### src/rtl/alu_sequencer.sv
// ---------------------------------------------------------------------------
// alu_sequencer
//   Steps a single ALU operation across a shared bus: operand A is driven and
//   loaded, then operand B, then the ALU result is enabled and captured. The
//   result is held for the consumer until it is taken. Illegal opcodes skip
//   the bus sequence and go straight to the result stage with an error flag.
//
// Ports
//   clk, reset             clock; synchronous active-high reset
//   instr_valid/ready      request handshake (accepted in IDLE only)
//   instr_op/a/b           opcode and operands, latched on acceptance
//   bus_out, bus_drive     shared ALU bus value and its drive enable
//   alu_en[2:0]            [0] load A, [1] load B, [2] ALU result enable
//   alu_func               function select to the ALU
//   alu_result             ALU result bus (valid while alu_en[2] = 1)
//   res_valid/ready        result handshake
//   res_data, res_err      captured result and illegal-opcode flag
//   op_count               legal operations completed, modulo 256
//   dbg_state              current FSM state encoding
//
// Handshakes: a transfer happens on a rising edge where valid & ready are
// both 1. The producer holds its payload stable while valid is high and
// ready is low; ready may depend on state but never on valid.
// ---------------------------------------------------------------------------
module alu_sequencer #(
    parameter int DATA_W = 8
) (
    input  logic              clk,
    input  logic              reset,
    input  logic              instr_valid,
    output logic              instr_ready,
    input  logic [3:0]        instr_op,
    input  logic [DATA_W-1:0] instr_a,
    input  logic [DATA_W-1:0] instr_b,
    output logic [DATA_W-1:0] bus_out,
    output logic              bus_drive,
    output logic [2:0]        alu_en,
    output logic [3:0]        alu_func,
    input  logic [DATA_W-1:0] alu_result,
    output logic              res_valid,
    input  logic              res_ready,
    output logic [DATA_W-1:0] res_data,
    output logic              res_err,
    output logic [7:0]        op_count,
    output logic [2:0]        dbg_state
);

    typedef enum logic [2:0] {
        ST_IDLE   = 3'd0,
        ST_LOAD_A = 3'd1,
        ST_LOAD_B = 3'd2,
        ST_EXEC   = 3'd3,
        ST_HOLD   = 3'd4
    } state_t;

    state_t            r_state;
    state_t            w_next;
    logic [3:0]        r_op;
    logic [DATA_W-1:0] r_a;
    logic [DATA_W-1:0] r_b;
    logic [DATA_W-1:0] r_res_data;
    logic              r_res_err;
    logic [7:0]        r_op_count;

    logic              w_accept;
    logic              w_legal;
    logic              w_hold_exit;

    // Legal codes are 0000-0011 and 1000-1011, i.e. exactly those with bit 2 clear.
    assign w_legal     = ~instr_op[2];
    assign w_accept    = instr_valid & (r_state == ST_IDLE);
    assign w_hold_exit = res_ready & (r_state == ST_HOLD);

    always_comb begin
        w_next      = r_state;
        instr_ready = 1'b0;
        bus_out     = '0;
        bus_drive   = 1'b0;
        alu_en      = 3'b000;
        alu_func    = r_op;
        res_valid   = 1'b0;
        case (r_state)
            ST_IDLE: begin
                instr_ready = 1'b1;
                alu_func    = 4'b0000;
                if (instr_valid) begin
                    w_next = w_legal ? ST_LOAD_A : ST_HOLD;
                end
            end
            ST_LOAD_A: begin
                bus_drive = 1'b1;
                bus_out   = r_a;
                alu_en    = 3'b001;
                w_next    = ST_LOAD_B;
            end
            ST_LOAD_B: begin
                bus_drive = 1'b1;
                bus_out   = r_b;
                alu_en    = 3'b010;
                w_next    = ST_EXEC;
            end
            ST_EXEC: begin
                // Bus is released here so the ALU can drive its result.
                alu_en = 3'b100;
                w_next = ST_HOLD;
            end
            ST_HOLD: begin
                res_valid = 1'b1;
                if (res_ready) begin
                    w_next = ST_IDLE;
                end
            end
            default: begin
                w_next = ST_IDLE;
            end
        endcase
    end

    always_ff @(posedge clk) begin
        if (reset) begin
            r_state    <= ST_IDLE;
            r_op       <= 4'b0000;
            r_a        <= '0;
            r_b        <= '0;
            r_res_data <= '0;
            r_res_err  <= 1'b0;
            r_op_count <= 8'd0;
        end else begin
            r_state <= w_next;
            if (w_accept) begin
                r_op <= instr_op;
                r_a  <= instr_a;
                r_b  <= instr_b;
                if (!w_legal) begin
                    r_res_data <= '0;
                    r_res_err  <= 1'b1;
                end
            end
            if (r_state == ST_EXEC) begin
                r_res_data <= alu_result;
                r_res_err  <= 1'b0;
            end
            // r_res_err still describes the result being handed over.
            if (w_hold_exit && !r_res_err) begin
                r_op_count <= r_op_count + 8'd1;
            end
        end
    end

    assign res_data  = r_res_data;
    assign res_err   = r_res_err;
    assign op_count  = r_op_count;
    assign dbg_state = r_state;

endmodule

### config.mk
export PLATFORM = sky130hd
export DESIGN_NAME = alu_sequencer
export DESIGN_NICKNAME = d
export VERILOG_FILES = /design/src/rtl/alu_sequencer.sv
export SDC_FILE = /design/constraint.sdc
export NUM_CORES = 1
export LEC_CHECK = 0
export CELL_PAD_IN_SITES_DETAIL_PLACEMENT = 1
export CELL_PAD_IN_SITES_GLOBAL_PLACEMENT = 2
export CORE_ASPECT_RATIO = 1.25
export CORE_MARGIN = 1
export CORE_UTILIZATION = 25
export CTS_CLUSTER_SIZE = 24
export DETAILED_ROUTE_END_ITERATION = 8
export PLACE_DENSITY_LB_ADDON = 0.1
export SLEW_MARGIN = 20
export SYNTH_ARGS = -nofsm -noshare
export SYNTH_HDL_FRONTEND = slang
export SYNTH_SLANG_ARGS = --single-unit
### constraint.sdc
create_clock -name clk -period 3.8 [get_ports clk]
set_input_delay 0.76 -clock clk [delete_from_list [all_inputs] [get_ports clk]]
set_output_delay 0.76 -clock clk [all_outputs]
set_load 0.05 [all_outputs]
Word-level counts from Yosys, hierarchy flattened
Cells that the tools add are included.
{"block": "totals", "register_bits": 40, "out_inout_bits": 38, "input_bits": 32, "wordCells": 39}
{"block": "classes", "n_mux": 13, "n_eq_ne": 6, "n_addsub": 1, "n_bitwise": 2, "n_reduce_logical": 10}
{"operator": "2-to-1 mux 8 bit", "count": 3}
{"operator": "case mux 8 bit (2 select lines)", "count": 1}
{"operator": "case mux 3 bit (5 select lines)", "count": 1}
{"operator": "2-to-1 mux 3 bit", "count": 3}
{"operator": "case mux 3 bit (3 select lines)", "count": 1}
{"operator": "adder 8 x 1 -> 8 bit (second input constant)", "count": 1}
{"operator": "equality test 3 x 2 -> 1 bit (second input constant)", "count": 2}
{"operator": "AND reduction 2 bit", "count": 3}
{"operator": "2-to-1 mux 4 bit", "count": 1}
{"operator": "inequality test 2 bit (second input constant)", "count": 2}
{"operator": "nonzero test 2 bit", "count": 2}
{"operator": "OR reduction 2 bit", "count": 2}
{"operator": "equality test 3 x 1 -> 1 bit (second input constant)", "count": 1}
{"operator": "equality test 3 bit (second input constant)", "count": 1}
{"operator": "zero test 3 bit", "count": 1}
{"operator": "2-to-1 mux 1 bit", "count": 3}
{"operator": "bitwise AND 1 bit", "count": 2}
{"operator": "logical AND 1 bit", "count": 1}
{"operator": "zero test 1 bit", "count": 1}

Logic depth before layout (Yosys ltp)
{"block": "logic_depth", "ltp_word": 4, "ltp_mapped": 7, "ltp_nobuf": 4}

Least setup slack after synthesis
Ideal clock, no wire load.
{"block": "synth_timing", "path_kind": "register to output", "from": "register r_state[0], in the netlist dbg_state[0]", "to": "output alu_func[0]", "arrival_time_ps": 2626, "setup_slack_ps": 414, "required_time_ps": 3040, "stages_incl_launch_ff": 4, "n_path_buf": 1, "path_cell_list": "dfxtp_1 -> clkbuf_1 -> nor3_1 -> nor2b_1"}
{"block": "synth_via", "elab_chain_cells": 2}
{"element": "start: declaration", "line_no": "56", "source": "state_t r_state;"}
{"element": "start signal: assignment", "line_no": "129", "source": "r_state <= w_next;"}
{"element": "zero test 3 bit", "line_no": "82", "source": "case (r_state)"}
{"element": "2-to-1 mux 4 bit", "line_no": "82"}
{"element": "end: declaration", "line_no": "38", "source": "output logic [3:0] alu_func,"}
No other way between the ends.

Final worst setup path
{"block": "layout_timing", "from": "register r_state[0], in the netlist dbg_state[0]", "to": "output bus_out[5]"}
{"block": "layout_via", "elab_chain_cells": 2, "elab_cells_between_ends": 3, "cone_classes": "2 x eq/ne; 1 x mux"}
{"element": "equality test 3 x 2 -> 1 bit / equality test 3 x 1 -> 1 bit (equally long branches)", "line_no": "82"}
{"element": "case mux 8 bit (2 select lines) *", "line_no": "82"}
{"element": "end: declaration", "line_no": "35", "source": "output logic [DATA_W-1:0] bus_out,"}
Every way passes the cells marked *; elsewhere a longest branch is shown, timed or not.

==> reports/metrics.yaml <==
cts-htree-levels: 2
clock_path_buffers: 2
port_buffers: 69
fin_skew_ns: 0.00425
num_vias: 1672
grt_pass1_vias: 1649
maxCapViolCount: 0
grt_busiest_layer: "met2"
syn_area_mm2: 0.00170
dp_slack_ns: 0.764
outcome: "complete, no violations"
synthTopCellsByCount: "nand2_1, dfxtp_1, a21oi_1"
fp-row-count: 33
io_pins: 70
synth_largest_area_cell: "dfxtp_1"
p_leak_nw: 0.882
postCtsSetupBuffers: 0
clk_pin_slew_ns: 0.08
fin_nets: 296
fin_crit_sh: 0.890
clock_latency_ns: 0.29
gr-usage-met3: 0.0365
period_minus_slack_ns: 3.38
synth_top_area_share: 0.472
ys_seq_area_frac: 0.472
synthTopCellsByArea: "dfxtp_1, nand2_1, a21oi_1"
drt-total-wl_um: 4880
cp.arrival_ns: 2.62
cts_resized: 0
p_per_area_mw_per_mm2: 380
core-area_mm2: 0.00657
wire_per_inst_um: 13.9
tightestPinTransition_ns: 0.748
grt_pass1_wl_um: 8060
start_kind: "flop"
dr.first_iter.drc_count: 48
grt_max_degree: 42
dr.pass1.iters: 4
hold_viol: 0
rsz0062_at_grt: "no"
gp_congestion: 0.654
synth_edf_count: 0
drc: 0
ys_ff_latch: 40
crit_required_ns: 3.04
hpwl_um: 3330
layout_setup_ws_ns: 0.418
ctsHoldBuffers: 0
track_usage: 0.149
die_x_um: 75.7
setup_viol: 0
dieArea_mm2: 0.00713
synthCells: 198
clock.fmax_ghz: 0.296
cts-buffers-inserted: 5
synth_ff_type: "dfxtp_1"
yosysWarnings: 0
critPathKind: "reg -> out"
crit_path_end_kind: "primary output"
reg2reg_depth: 3
fin_util: 0.388
syn2layout_area_growth_pct: 50.2
yosysMostFrequentCell: "nand2_1"
drive_above_1_share: 0.0606
viasPerCell: 4.76
antenna_found_initial: 0
vdd_drop_max_mv: 0.143
hold_path_class: "reg -> reg"
synth_cell_types: 33
met2_usage: 0.249
synthesis.nets: 231
grt_overflow: 0
drtAntennaViolNets: 0
die_y_um: 94.1
start_util: 0.259
syn_avg_cell_area_um2: 8.58
async_flop_share: 0
clockRootBuffer: "clkbuf_8"
grt_util_met1: 0.185
slew_headroom: 0.499
n_antenna_cell: 0
path_max_fanout: 12
min_path_cells: 2
final_max_slew_viol_count: 0
cts.sinks: 40
setup-tns-final_ns: 0
cts_tree: "built"
==> final cells by class <==
type | count | area [um2]
Timing Repair Buffer | 71 | 706
Fill cell | 770 | 4020
Clock inverter | 2 | 10.0
Tap cell | 87 | 109
Inverter | 5 | 18.8
Clock buffer | 6 | 82.6
Sequential cell | 40 | 801
Multi-Input combinational cell | 140 | 823
==> flip-flops by register name (all words and copies together) (netlist names) <==
signal and cells:
op_count 8, r_a 8, r_b 8, res_data 8, r_op 4, dbg_state 3
res_err 1
==> worst max-delay path: stages, from the launching register on <==
cell	delay [ns]
dfxtp_1	0.56
nor3b_2	0.70
a22o_1	0.26
clkdlybuf4s50_1	0.81
==> worst paths after layout <==
path | from | to | slack [ns]
max | dbg_state[0] | bus_out[5] | 0.42
min reg2reg | r_op[0] | r_op[0] | 0.46
max reg2reg | dbg_state[2] | op_count[7] | 1.79
min | r_op[0] | r_op[0] | 0.46
==> power by group <==
part           switching, mW  internal (mW)  leakage [nW]
Combinational          0.126         0.0845         0.505
Sequential            0.0196          0.441         0.326
Clock                  0.152          0.145        0.0510
Total                  0.297          0.670         0.882
==> kinds of logic (layout without fill, tap and decap cells) <==
| logic type | Yosys count | after routing | synth area share |
|---|---|---|---|
| flip-flops | 40 | 40 | 0.472 |
| XOR/XNOR | 1 | 1 | 0.00516 |
| AND/OR/NAND/NOR | 82 | 82 | 0.257 |
| AO/OA/AOI/OAI | 55 | 55 | 0.205 |
| adder cells (fa/ha/maj) | 1 | 1 | 0.00737 |
| multiplexers | 1 | 1 | 0.00663 |
| buffers and inverters | 18 | 84 | 0.0472 |
==> stage by stage <==
| step | power, mW | hold slack (ns) | instances | area (um2) |
|---|---|---|---|---|
| finish | 0.968 | 0.456 | 351 | 2550 |
| global route | 1.02 | 0.485 | 351 | 2550 |
| CTS | 0.989 | 0.459 | 351 | 2550 |
| detailed placement | 0.684 | 0.446 | 343 | 2460 |
| global placement | 0.684 | 0.440 | 343 | 2460 |
| floorplan | 0.596 | 0.432 | 198 | 1700 |
==> per-layer routing <==
layer / wire length [um] / up-vias
met4: 63 / 0
met1: 2250 / 797
met3: 245 / 5
met2: 2320 / 43
met5: 0 / -
li1: - / 827
==> layout by cell type, fill, tap and decap left out, types with 4 or more instances in the layout <==
cell type	Yosys	layout
clkdlybuf4s50_1	0	69
nand2_1	42	42
dfxtp_1	40	40
a21oi_1	31	31
nand2b_1	9	9
a22o_1	8	8
o2bb2ai_1	8	8
clkbuf_8	0	6
inv_1	5	5
nor2b_1	5	5
o31ai_1	4	4
or4_1	4	4
Power figures use the tool's default switching activity.
